**config.mk**
```make
export PLATFORM = sky130hd
export DESIGN_NAME = store_buffer_flat
export DESIGN_NICKNAME = d
export VERILOG_FILES = /design/src/rtl/store_buffer_pkg.sv /design/src/rtl/store_buffer_if.sv /design/src/rtl/store_buffer_match.sv /design/src/rtl/store_buffer.sv /design/src/flat_wrapper.sv
export SDC_FILE = /design/constraint.sdc
export NUM_CORES = 1
export LEC_CHECK = 0
export CAP_MARGIN = 20
export CORE_ASPECT_RATIO = 1.75
export CORE_UTILIZATION = 35
export CTS_BUF_LIST = sky130_fd_sc_hd__clkbuf_16
export DETAILED_ROUTE_END_ITERATION = 8
export GPL_ROUTABILITY_DRIVEN = 0
export PLACE_DENSITY = 0.57
export SLEW_MARGIN = 20
export SYNTH_ARGS = -nofsm -noshare
export SYNTH_HDL_FRONTEND = slang
export SYNTH_SLANG_ARGS = --single-unit
```
**constraint.sdc**
```tcl
create_clock -name clk -period 13.3 [get_ports clk]
set_input_delay 3.99 -clock clk [delete_from_list [all_inputs] [get_ports clk]]
set_output_delay 3.99 -clock clk [all_outputs]
set_load 0.02 [all_outputs]
```
**src/rtl/store_buffer_pkg.sv**
```systemverilog
// Shared types for the store buffer: entry layout, bus bundle widths and drain FSM encoding.
package store_buffer_pkg;

    localparam int SB_ADDR_W = 32;
    localparam int SB_DATA_W = 32;
    localparam int SB_STRB_W = SB_DATA_W / 8;

    typedef struct packed {
        logic [SB_ADDR_W-1:0] addr;
        logic [SB_DATA_W-1:0] data;
        logic [SB_STRB_W-1:0] wstrb;
        logic                 uncache;
    } sb_payload_t;

    typedef struct packed {
        logic        valid;
        logic        committed;
        sb_payload_t payload;
    } sb_entry_t;

    localparam int SB_ENTRY_W = $bits(sb_entry_t);
    // Push bundle carries the payload; the cache-write bundle adds the request bit on top.
    localparam int SB_PUSH_W  = $bits(sb_payload_t);
    localparam int SB_WR_W    = 1 + SB_PUSH_W;

    typedef enum logic [1:0] {
        SB_IDLE,
        SB_REQ,
        SB_WAIT
    } sb_state_e;

endpackage

```
**src/rtl/store_buffer_if.sv**
```systemverilog
// Pipeline/cache-facing signal bundle of the store buffer; slave is the buffer side, master the environment.
interface store_buffer_if #(
    parameter int ADDR_W = store_buffer_pkg::SB_ADDR_W,
    parameter int DATA_W = store_buffer_pkg::SB_DATA_W
);
    logic                  push_valid_i;
    logic [ADDR_W-1:0]     push_addr_i;
    logic [DATA_W-1:0]     push_data_i;
    logic [DATA_W/8-1:0]   push_wstrb_i;
    logic                  push_uncache_i;
    logic                  full_o;
    logic                  commit_i;
    logic                  flush_i;
    logic                  wr_req_o;
    logic [ADDR_W-1:0]     wr_addr_o;
    logic [DATA_W-1:0]     wr_data_o;
    logic [DATA_W/8-1:0]   wr_wstrb_o;
    logic                  wr_uncache_o;
    logic                  wr_addr_ok_i;
    logic                  wr_data_ok_i;
    logic [ADDR_W-1:0]     ld_addr_i;
    logic                  ld_conflict_o;
    logic                  empty_o;

    modport slave (
        input  push_valid_i, push_addr_i, push_data_i, push_wstrb_i, push_uncache_i,
        input  commit_i, flush_i, wr_addr_ok_i, wr_data_ok_i, ld_addr_i,
        output full_o, wr_req_o, wr_addr_o, wr_data_o, wr_wstrb_o, wr_uncache_o,
        output ld_conflict_o, empty_o
    );

    modport master (
        output push_valid_i, push_addr_i, push_data_i, push_wstrb_i, push_uncache_i,
        output commit_i, flush_i, wr_addr_ok_i, wr_data_ok_i, ld_addr_i,
        input  full_o, wr_req_o, wr_addr_o, wr_data_o, wr_wstrb_o, wr_uncache_o,
        input  ld_conflict_o, empty_o
    );
endinterface

```
**src/rtl/store_buffer_match.sv**
```systemverilog
// Word-granular comparators of the load address against every valid entry.
// Instantiated only when STORE_BUF_LD_CHECK_EN is defined.
module store_buffer_match
    import store_buffer_pkg::*;
#(
    parameter int DEPTH  = 4,
    parameter int WORD_W = SB_ADDR_W - 2
) (
    input  logic [DEPTH-1:0]  valid,
    input  logic [WORD_W-1:0] entry_word [DEPTH],
    input  logic [WORD_W-1:0] ld_word,
    output logic              hit
);
    logic [DEPTH-1:0] match;

    always_comb begin
        match = '0;
        for (int i = 0; i < DEPTH; i++) begin
            match[i] = valid[i] & (entry_word[i] == ld_word);
        end
    end

    assign hit = |match;

endmodule

```
**src/rtl/store_buffer.sv**
```systemverilog
// Post-commit store buffer: MEM pushes, WB commits or flushes, committed entries drain in order to the cache.
// STORE_BUF_LD_CHECK_EN enables per-entry load-address matching; without it every load stalls while non-empty.
module store_buffer
    import store_buffer_pkg::*;
#(
    parameter int DEPTH = 4
) (
    input logic           clk,
    input logic           rst_n,
    store_buffer_if.slave sb
);
    localparam int IDX_W = $clog2(DEPTH);
    localparam int PTR_W = IDX_W + 1;

    logic [PTR_W-1:0]   head_q, cmt_q, tail_q;
    logic [PTR_W-1:0]   head_d, cmt_d, tail_d;
    logic [DEPTH-1:0]   valid_q, valid_d, cmtd_q, cmtd_d;
    sb_payload_t        pl_q [DEPTH];
    sb_payload_t        push_pl, wr_pl;
    sb_entry_t          next_head;
    sb_state_e          state_q;
    logic [SB_WR_W-1:0] wr_q;
    logic               full, empty, push_en, commit_en, pop, load;

    assign full      = (tail_q ^ head_q) == {1'b1, {IDX_W{1'b0}}};
    assign empty     = (tail_q == head_q);
    assign push_en   = sb.push_valid_i & ~full & ~sb.flush_i;
    assign commit_en = sb.commit_i & (cmt_q != tail_q);
    assign pop       = sb.wr_data_ok_i &
                       ((state_q == SB_WAIT) | ((state_q == SB_REQ) & sb.wr_addr_ok_i));
    assign push_pl   = '{addr: sb.push_addr_i, data: sb.push_data_i,
                         wstrb: sb.push_wstrb_i, uncache: sb.push_uncache_i};

    // NOTE: every variable gets a default at the top of always_comb so no path leaves it unassigned (no latch).
    always_comb begin
        cmt_d   = cmt_q + PTR_W'(commit_en);
        tail_d  = sb.flush_i ? cmt_d : tail_q + PTR_W'(push_en);
        head_d  = head_q + PTR_W'(pop);
        valid_d = valid_q;
        cmtd_d  = cmtd_q;
        if (commit_en) cmtd_d[cmt_q[IDX_W-1:0]] = 1'b1;
        if (pop) begin
            valid_d[head_q[IDX_W-1:0]] = 1'b0;
            cmtd_d[head_q[IDX_W-1:0]]  = 1'b0;
        end
        // Flush sees this cycle's commit, so only entries still uncommitted are dropped.
        if (sb.flush_i) valid_d = valid_d & cmtd_d;
        if (push_en) begin
            valid_d[tail_q[IDX_W-1:0]] = 1'b1;
            cmtd_d[tail_q[IDX_W-1:0]]  = 1'b0;
        end
        next_head = '{valid: valid_d[head_d[IDX_W-1:0]], committed: cmtd_d[head_d[IDX_W-1:0]],
                      payload: pl_q[head_d[IDX_W-1:0]]};
        // Look ahead at the post-edge head so a commit or pop is followed by a request one cycle later.
        load = ((state_q == SB_IDLE) | pop) & next_head.valid & next_head.committed;
    end

    // NOTE: sequential state uses non-blocking assignments so every flop samples pre-edge values.
    always_ff @(posedge clk or posedge rst_n) begin
        if (rst_n) begin
            head_q  <= '0;
            cmt_q   <= '0;
            tail_q  <= '0;
            valid_q <= '0;
            cmtd_q  <= '0;
        end else begin
            head_q  <= head_d;
            cmt_q   <= cmt_d;
            tail_q  <= tail_d;
            valid_q <= valid_d;
            cmtd_q  <= cmtd_d;
        end
    end

    // NOTE: payload storage is deliberately not reset; the valid bits gate every use of it.
    always_ff @(posedge clk) begin
        if (push_en) pl_q[tail_q[IDX_W-1:0]] <= push_pl;
    end

    always_ff @(posedge clk or posedge rst_n) begin
        if (rst_n) begin
            state_q <= SB_IDLE;
            wr_q    <= '0;
        end else begin
            case (state_q)
                SB_REQ: begin
                    if (sb.wr_addr_ok_i) begin
                        state_q           <= sb.wr_data_ok_i ? SB_IDLE : SB_WAIT;
                        wr_q[SB_WR_W-1]   <= 1'b0;
                    end
                end
                SB_WAIT: if (sb.wr_data_ok_i) state_q <= SB_IDLE;
                default: ;
            endcase
            if (load) begin
                state_q <= SB_REQ;
                wr_q    <= {1'b1, next_head.payload};
            end
        end
    end

    assign wr_pl           = wr_q[SB_PUSH_W-1:0];
    assign sb.wr_req_o     = wr_q[SB_WR_W-1];
    assign sb.wr_addr_o    = wr_pl.addr;
    assign sb.wr_data_o    = wr_pl.data;
    assign sb.wr_wstrb_o   = wr_pl.wstrb;
    assign sb.wr_uncache_o = wr_pl.uncache;
    assign sb.full_o       = full;
    assign sb.empty_o      = empty;

`ifdef STORE_BUF_LD_CHECK_EN
    logic [SB_ADDR_W-3:0] ent_word [DEPTH];
    logic                 ld_hit;

    for (genvar i = 0; i < DEPTH; i++) begin : g_word
        assign ent_word[i] = pl_q[i].addr[SB_ADDR_W-1:2];
    end

    store_buffer_match #(
        .DEPTH  (DEPTH),
        .WORD_W (SB_ADDR_W - 2)
    ) u_match (
        .valid      (valid_q),
        .entry_word (ent_word),
        .ld_word    (sb.ld_addr_i[SB_ADDR_W-1:2]),
        .hit        (ld_hit)
    );

    assign sb.ld_conflict_o = ld_hit;
`else
    assign sb.ld_conflict_o = ~empty;
`endif

    commit_has_target: assert property (@(posedge clk) disable iff (rst_n)
        sb.commit_i |-> (cmt_q != tail_q));

endmodule

```
**src/flat_wrapper.sv**
```systemverilog
// flat-port wrapper written by rule: the top's interface ports become plain ports
module store_buffer_flat import store_buffer_pkg::*;
#(
    parameter int DEPTH = 4
)
  (clk, rst_n, sb_push_valid_i, sb_push_addr_i, sb_push_data_i, sb_push_wstrb_i, sb_push_uncache_i, sb_commit_i, sb_flush_i, sb_wr_addr_ok_i, sb_wr_data_ok_i, sb_ld_addr_i, sb_full_o, sb_wr_req_o, sb_wr_addr_o, sb_wr_data_o, sb_wr_wstrb_o, sb_wr_uncache_o, sb_ld_conflict_o, sb_empty_o);
  store_buffer_if sb_i ();
  input logic clk;
  input logic rst_n;
  input wire logic [$bits(sb_i.push_valid_i)-1:0] sb_push_valid_i;
  input wire logic [$bits(sb_i.push_addr_i)-1:0] sb_push_addr_i;
  input wire logic [$bits(sb_i.push_data_i)-1:0] sb_push_data_i;
  input wire logic [$bits(sb_i.push_wstrb_i)-1:0] sb_push_wstrb_i;
  input wire logic [$bits(sb_i.push_uncache_i)-1:0] sb_push_uncache_i;
  input wire logic [$bits(sb_i.commit_i)-1:0] sb_commit_i;
  input wire logic [$bits(sb_i.flush_i)-1:0] sb_flush_i;
  input wire logic [$bits(sb_i.wr_addr_ok_i)-1:0] sb_wr_addr_ok_i;
  input wire logic [$bits(sb_i.wr_data_ok_i)-1:0] sb_wr_data_ok_i;
  input wire logic [$bits(sb_i.ld_addr_i)-1:0] sb_ld_addr_i;
  output wire logic [$bits(sb_i.full_o)-1:0] sb_full_o;
  output wire logic [$bits(sb_i.wr_req_o)-1:0] sb_wr_req_o;
  output wire logic [$bits(sb_i.wr_addr_o)-1:0] sb_wr_addr_o;
  output wire logic [$bits(sb_i.wr_data_o)-1:0] sb_wr_data_o;
  output wire logic [$bits(sb_i.wr_wstrb_o)-1:0] sb_wr_wstrb_o;
  output wire logic [$bits(sb_i.wr_uncache_o)-1:0] sb_wr_uncache_o;
  output wire logic [$bits(sb_i.ld_conflict_o)-1:0] sb_ld_conflict_o;
  output wire logic [$bits(sb_i.empty_o)-1:0] sb_empty_o;
  assign sb_i.push_valid_i = sb_push_valid_i;
  assign sb_i.push_addr_i = sb_push_addr_i;
  assign sb_i.push_data_i = sb_push_data_i;
  assign sb_i.push_wstrb_i = sb_push_wstrb_i;
  assign sb_i.push_uncache_i = sb_push_uncache_i;
  assign sb_i.commit_i = sb_commit_i;
  assign sb_i.flush_i = sb_flush_i;
  assign sb_i.wr_addr_ok_i = sb_wr_addr_ok_i;
  assign sb_i.wr_data_ok_i = sb_wr_data_ok_i;
  assign sb_i.ld_addr_i = sb_ld_addr_i;
  assign sb_full_o = sb_i.full_o;
  assign sb_wr_req_o = sb_i.wr_req_o;
  assign sb_wr_addr_o = sb_i.wr_addr_o;
  assign sb_wr_data_o = sb_i.wr_data_o;
  assign sb_wr_wstrb_o = sb_i.wr_wstrb_o;
  assign sb_wr_uncache_o = sb_i.wr_uncache_o;
  assign sb_ld_conflict_o = sb_i.ld_conflict_o;
  assign sb_empty_o = sb_i.empty_o;
  store_buffer #(.DEPTH(DEPTH)) u_core (.clk(clk), .rst_n(rst_n), .sb(sb_i));
endmodule
```
## After elaboration in Yosys (flattened, before gate mapping)

Memory sizes are Yosys's and may differ from the RTL's.
Cells that the tools add are included.

| word-level totals | value |
|---|---|
| memory bits (writable) | 276 |
| input bits | 108 |
| logic and storage cells | 83 |
| register bits | 89 |
| output and inout port bits | 73 |
| memories | 1 |

| operators by class | value |
|---|---|
| reductions and logical operators | 9 |
| add/sub/neg operators | 3 |
| muxes and demuxes | 27 |
| bitwise logic cells | 21 |
| equality and inequality tests | 7 |
| magnitude comparators | 7 |

Memories:

| name | depth | bits a word | rd ports | clocked after memory_dff | wr ports | RTL line | text |
|---|---|---|---|---|---|---|---|
| u_core.pl_q | 4 | 69 | 1 | 0 | 1 | store_buffer.sv:18 | `sb_payload_t pl_q [DEPTH];` |

Operators with widths:

| cell | number |
|---|---|
| $mux W70 | 1 |
| $mux W4 | 6 |
| $and A4 B4 Y4 | 4 |
| $lt A2 B3 Y1 const B | 4 |
| $add A3 B1 Y3 | 3 |
| $mux W1 | 9 |
| $mux W2 | 4 |
| $not A4 Y4 | 2 |
| $or A4 B4 Y4 | 2 |
| $and A1 B1 Y1 | 7 |
| $demux W1 S2 | 3 |
| $ge A2 B1 Y1 const B | 3 |
| $ne A3 B2 Y1 const B | 2 |
| $bmux W1 S2 | 2 |
| $pmux W2 S2 | 1 |
| $reduce_bool A2 Y1 | 2 |
| $eq A3 B3 Y1 | 1 |
| $eq A3 B3 Y1 const B | 1 |
| $logic_and A1 B1 Y1 | 3 |
| $mux W3 | 1 |
| $ne A3 B3 Y1 | 1 |
| $not A1 Y1 | 3 |
| $reduce_and A3 Y1 | 1 |
| $reduce_bool A3 Y1 | 1 |
| 6 further kinds | 7 |

## Depth between registers and ports, before layout

| depth | value |
|---|---|
| depth after elaboration | 18 |
| gate-level depth with buffers | 13 |
| mapped depth without buffers | 10 |

## Worst setup path after synthesis

No wires, ideal clock.

| path | value |
|---|---|
| path kind | input port to flip-flop |
| from | in sb_flush_i |
| to | reg u_core.wr_q[29] |
| path buffers | 2 |
| arrival time | 13.344 ns |
| required time | 13.172 ns |
| setup time | 0.128 ns |
| cell stages on the path | 8 |
| slack | -0.171 ns |
| path through | clkbuf_1 nand2b_1 a2111oi_1 nor4b_1 o22ai_1 a2bb2oi_4 buf_4 mux2_1 |

| between the ends | value |
|---|---|
| cells in the longest elaborated chain, start to end | 7 |
| elaborated cells on any way between the ends | 12 |
| classes of those cells | 7 x mux; 5 x bitwise |

RTL lines:

| what | RTL line | text |
|---|---|---|
| start: declaration | flat_wrapper.sv:16 | `input wire logic [$bits(sb_i.flush_i)-1:0] sb_flush_i;` |
| $mux W4 / $not A1 Y1 (equally long branches) | store_buffer.sv:47, store_buffer.sv:27 |  |
| $or A4 B4 Y4 (no line) / $and A1 B1 Y1 (equally long branches) | -- |  |
| $mux W4 | store_buffer.sv:48 | `if (push_en) begin` |
| $bmux W1 S2 | store_buffer.sv:52 | `next_head = '{valid: valid_d[head_d[IDX_W-1:0]], committed: cmtd_d[head_d[IDX_W-1:0]],` |
| $mux W1 (implied by the code) | store_buffer.sv:52 |  |
| $and A1 B1 Y1 | store_buffer.sv:55 | `load = ((state_q == SB_IDLE) \| pop) & next_head.valid & next_head.committed;` |
| $and A1 B1 Y1 (*) | store_buffer.sv:55 |  |
| end signal: assignment | store_buffer.sv:97 | `wr_q <= {1'b1, next_head.payload};` |
| end: declaration | store_buffer.sv:22 | `logic [SB_WR_W-1:0] wr_q;` |

Mark *: on every way between the ends. The rest lies on a longest branch, timed or not. The select of a mux whose other input is x is not followed.
A chain may end at the register's enable or synchronous reset.

## Final worst setup path

| path | value |
|---|---|
| from | in sb_wr_addr_ok_i |
| to | reg u_core.wr_q[32] |

| between the ends | value |
|---|---|
| elaborated cells on any way between the ends | 20 |
| classes of those cells | 1 x add/sub; 9 x mux; 9 x bitwise; 1 x memory |

RTL lines:

| what | RTL line | text |
|---|---|---|
| start: declaration | flat_wrapper.sv:17 | `input wire logic [$bits(sb_i.wr_addr_ok_i)-1:0] sb_wr_addr_ok_i;` |
| $and A1 B1 Y1 (*) | store_buffer.sv:30 | `((state_q == SB_WAIT) \| ((state_q == SB_REQ) & sb.wr_addr_ok_i));` |
| $or A1 B1 Y1 (*) | store_buffer.sv:30 |  |
| $and A1 B1 Y1 (*) | store_buffer.sv:29 | `assign pop = sb.wr_data_ok_i &` |
| $add A3 B1 Y3 (*) | store_buffer.sv:38 | `head_d = head_q + PTR_W'(pop);` |
| via u_core.head_d[0] | store_buffer.sv:16 | `logic [PTR_W-1:0] head_d, cmt_d, tail_d;` |
| $bmux W1 S2 | store_buffer.sv:52 |  |
| $mux W1 (implied by the code) | store_buffer.sv:52 |  |
| $and A1 B1 Y1 (2 in series) | store_buffer.sv:55 |  |

Mark *: on every way through the listed nets, which the timed path passes. The rest lies on a longest branch. The select of a mux whose other input is x is not followed.

==> impl_metrics.yaml <==
run_status:
  status: "finished, final reports clean"
worst_hold_path:
  min_delay_path_depth: 1
  min_path_type: "reg2reg"
floorplan:
  die_w_um: 151.5
  dieArea_um2: 39950
  pin_count: 181
  std_cell_rows: 95
  start_util_pct: 35.56
  die_y_um: 263.7
  core_area_um2: 38510
critical_path:
  endpoint_kind: "register"
  path_cells: "clkdlybuf4s50_1, a21o_1, and2_1, ha_4, nand2b_1, a2111oi_0, a41o_1, a2bb2oi_4, buf_4, mux2_1"
  slowest_delay_ns: 0.84
  worstPathArrival_ns: 8.15
  crit_type: "in2reg"
  worstPathMaxFanout: 59
  critPathLaunchType: "input pin"
  r2r_cells: 11
  worst-endpoint-required_ns: 13.70
  cp_slowest_cell: "buf_4"
synthesis:
  synth_seq_cells: 365
  syn_area_um2: 13690
  syn_area_per_cell_um2: 21.95
  netlist_instances: 624
  syn-num-nets: 741
  ys.flop_type: "edfxtp_1"
  synthAdderAreaFrac_pct: 0.8223
  synth-xor-area-share_pct: 0.6396
  synth_top_family_by_area: "multiplexers"
  async_flop_share_pct: 24.38
  muxShareOfSynthArea_pct: 17.19
  yosysSeqAreaShare_pct: 76.78
  yosys_warnings: 0
  synth_cell_type_count: 44
  synthSimpleGateAreaFrac_pct: 1.425
  synth_compound_area_share_pct: 1.690
  synth_edf_count: 276
pwr:
  p_total_mw: 4.003
  ir_drop_v: 0.0001312
  p_leak_nw: 5.824
  powerDensity_nw_per_um2: 237.0
place:
  io_buffer_count: 148
  hpwl_mm: 16.14
  dp.cells: 1241
  placed_area_um2: 15780
routing:
  wirelength_mm: 28.12
  viasPerCell: 4.955
  drt_pass1_iterations: 4
  vias: 6471
  drt_iter0_drc: 301
  wire_per_inst_um: 21.53
  drc: 0
  ant_nets: 0
sta:
  slew_viol_final: 0
  setup_viol: 0
  rsz0062_at_grt: "no"
  slew-limit-headroom_pct: 34.24
  setup_tns_ns: 0
  worstMarginPinSlew_ns: 0.9864
  period_share_pct: 58.30
  fmax_mhz: 129.0
  hold_viol: 0
  fin_crit_ns: 7.753
  clock_skew_ns: 0.01499
final_layout:
  final_nets: 911
  layout_commonest_cell: "edfxtp_1"
  layout_common_cells: "edfxtp_1, clkdlybuf4s50_1, dfrtp_1, mux4_2, mux2_1"
  diodes: 0
  area_growth_pct: 23.36
  fin_area_um2: 16890
  n_fill_cell: 3360
  finalNonFillerCells: 1306
  drive_gt1_share_pct: 17.78
cts:
  cts_buffers: 36
  cts_resized: 0
  cts_tree: "yes"
  cts_setup_buffers: 0
  htree_num_levels: 2
  cts.sink_count: 365
  clk_path_buf_depth: 3
  clock-root-buffer: "clkbuf_16"
  clk_pin_slew_worst_paths_ns: 0.06
  clk_latency_ns: 0.52
  hold_buffers: 0
global_routing:
  first_global_vias: 7177
  grt.overflow.total: 0
  grt_usage_pct: 14.75
  grt_pass1_wl_mm: 42.83
  antenna_found_initial: 0
  grt_max_degree: 61
run:
  maxCapViolCount: 0
==> report_power, final <==
group | leakage [nW] | total, mW | switching, mW | internal [mW]
Combinational | 1.69 | 1.45 | 0.727 | 0.726
Sequential | 3.56 | 1.59 | 0.107 | 1.48
Clock | 0.574 | 0.961 | 0.416 | 0.545
==> Yosys cell counts, types with 2 or more instances <==
cell type	count	area (µm²)
nor3b_1	2	15.01
and2_1	2	12.51
mux2_2	4	45.04
clkbuf_1	19	71.32
a21oi_1	4	20.02
nand2_1	8	30.03
a21o_1	3	22.52
edfxtp_1	276	8288
or3_1	2	12.51
mux4_2	69	1554
a31o_2	2	17.52
a211oi_1	2	15.01
nor2_1	2	7.510
nand2b_1	2	12.51
nor4b_1	2	17.52
ha_1	9	112.6
nand3_1	4	20.02
buf_6	6	67.56
xnor2_1	4	35.03
and3b_1	2	17.52
dfrtp_1	89	2227
or3b_2	2	17.52
o22ai_1	3	18.77
mux2_1	67	754.5
inv_1	13	48.80
nor2b_1	2	12.51
or2_2	2	12.51
xor2_1	6	52.55
==> critical path, delay by kind of cell <==
family          cells  cell delay [ns]
buf+inv             2             1.34
compound gates      4             1.23
simple gates        2             0.62
fa+ha+maj           1             0.46
mux                 1             0.39
==> metal layers <==
metal | track usage (%) | routed length (µm) | vias up
li1 | - | - | 2855
met1 | 16.25 | 10360 | 3444
met2 | 27.62 | 15860 | 128
met3 | 2.642 | 1149 | 44
met4 | 5.272 | 749 | 0
met5 | 0 | 0 | -
==> final cells by class <==
class / count / area (µm²) / area share, %
clock buffers: 37 / 925.9 / 5.481
clock inverters: 28 / 187.7 / 1.111
inverters: 13 / 52.55 / 0.3111
multi-input cells: 219 / 3042 / 18.00
flip-flops and latches: 365 / 10520 / 62.24
well taps: 485 / 606.8 / 3.592
repair buffers: 159 / 1564 / 9.258
==> sequential cells by signal, summed over array words and instances, names as in the netlist <==
name            flops
u_core.cmtd_q       4
u_core.valid_q      4
u_core.state_q      2
u_core.head_q       3
u_core.tail_q       3
u_core.wr_q        70
u_core.cmt_q        3
u_core.pl_q       276
==> cell families (layout without fill, tap and decap cells) <==
group | Yosys count | after routing
adders and majority gates | 9 | 9
and+or+nand+nor | 33 | 33
muxes | 140 | 140
AOI/OAI and AO/OA | 27 | 27
DFF | 365 | 365
buffers and inverters | 40 | 237
xor gates and xnor gates | 10 | 10
==> metrics by stage <==
stage	util, %	hold slack, ns	setup slack (ns)
6_report	43.87	0.4815	5.547
3_3_place_gp	40.97	0.4668	4.824
3_5_place_dp	40.97	0.4751	4.845
4_1_cts	43.87	0.4898	5.386
2_1_floorplan	-	0.4767	0.1199
5_1_grt	43.87	0.5075	5.227
==> path summary, 6_finish.rpt <==
check	endpoint	slack (ns)	startpoint
setup / recovery	u_core.wr_q[32]$_DFFE_PP0P_	5.55	sb_wr_addr_ok_i
hold / removal	u_core.wr_q[49]$_DFFE_PP0P_	0.48	u_core.wr_q[49]$_DFFE_PP0P_
hold reg to reg	u_core.wr_q[49]$_DFFE_PP0P_	0.48	u_core.wr_q[49]$_DFFE_PP0P_
setup reg to reg	u_core.wr_q[32]$_DFFE_PP0P_	8.85	u_core.state_q[1]$_DFFE_PP0P_
min in group asynchronous	u_core.wr_q[8]$_DFFE_PP0P_	3.85	rst_n
max in group asynchronous	u_core.wr_q[30]$_DFFE_PP0P_	8.10	rst_n
Note: power is estimated with default switching activity, not from simulation.
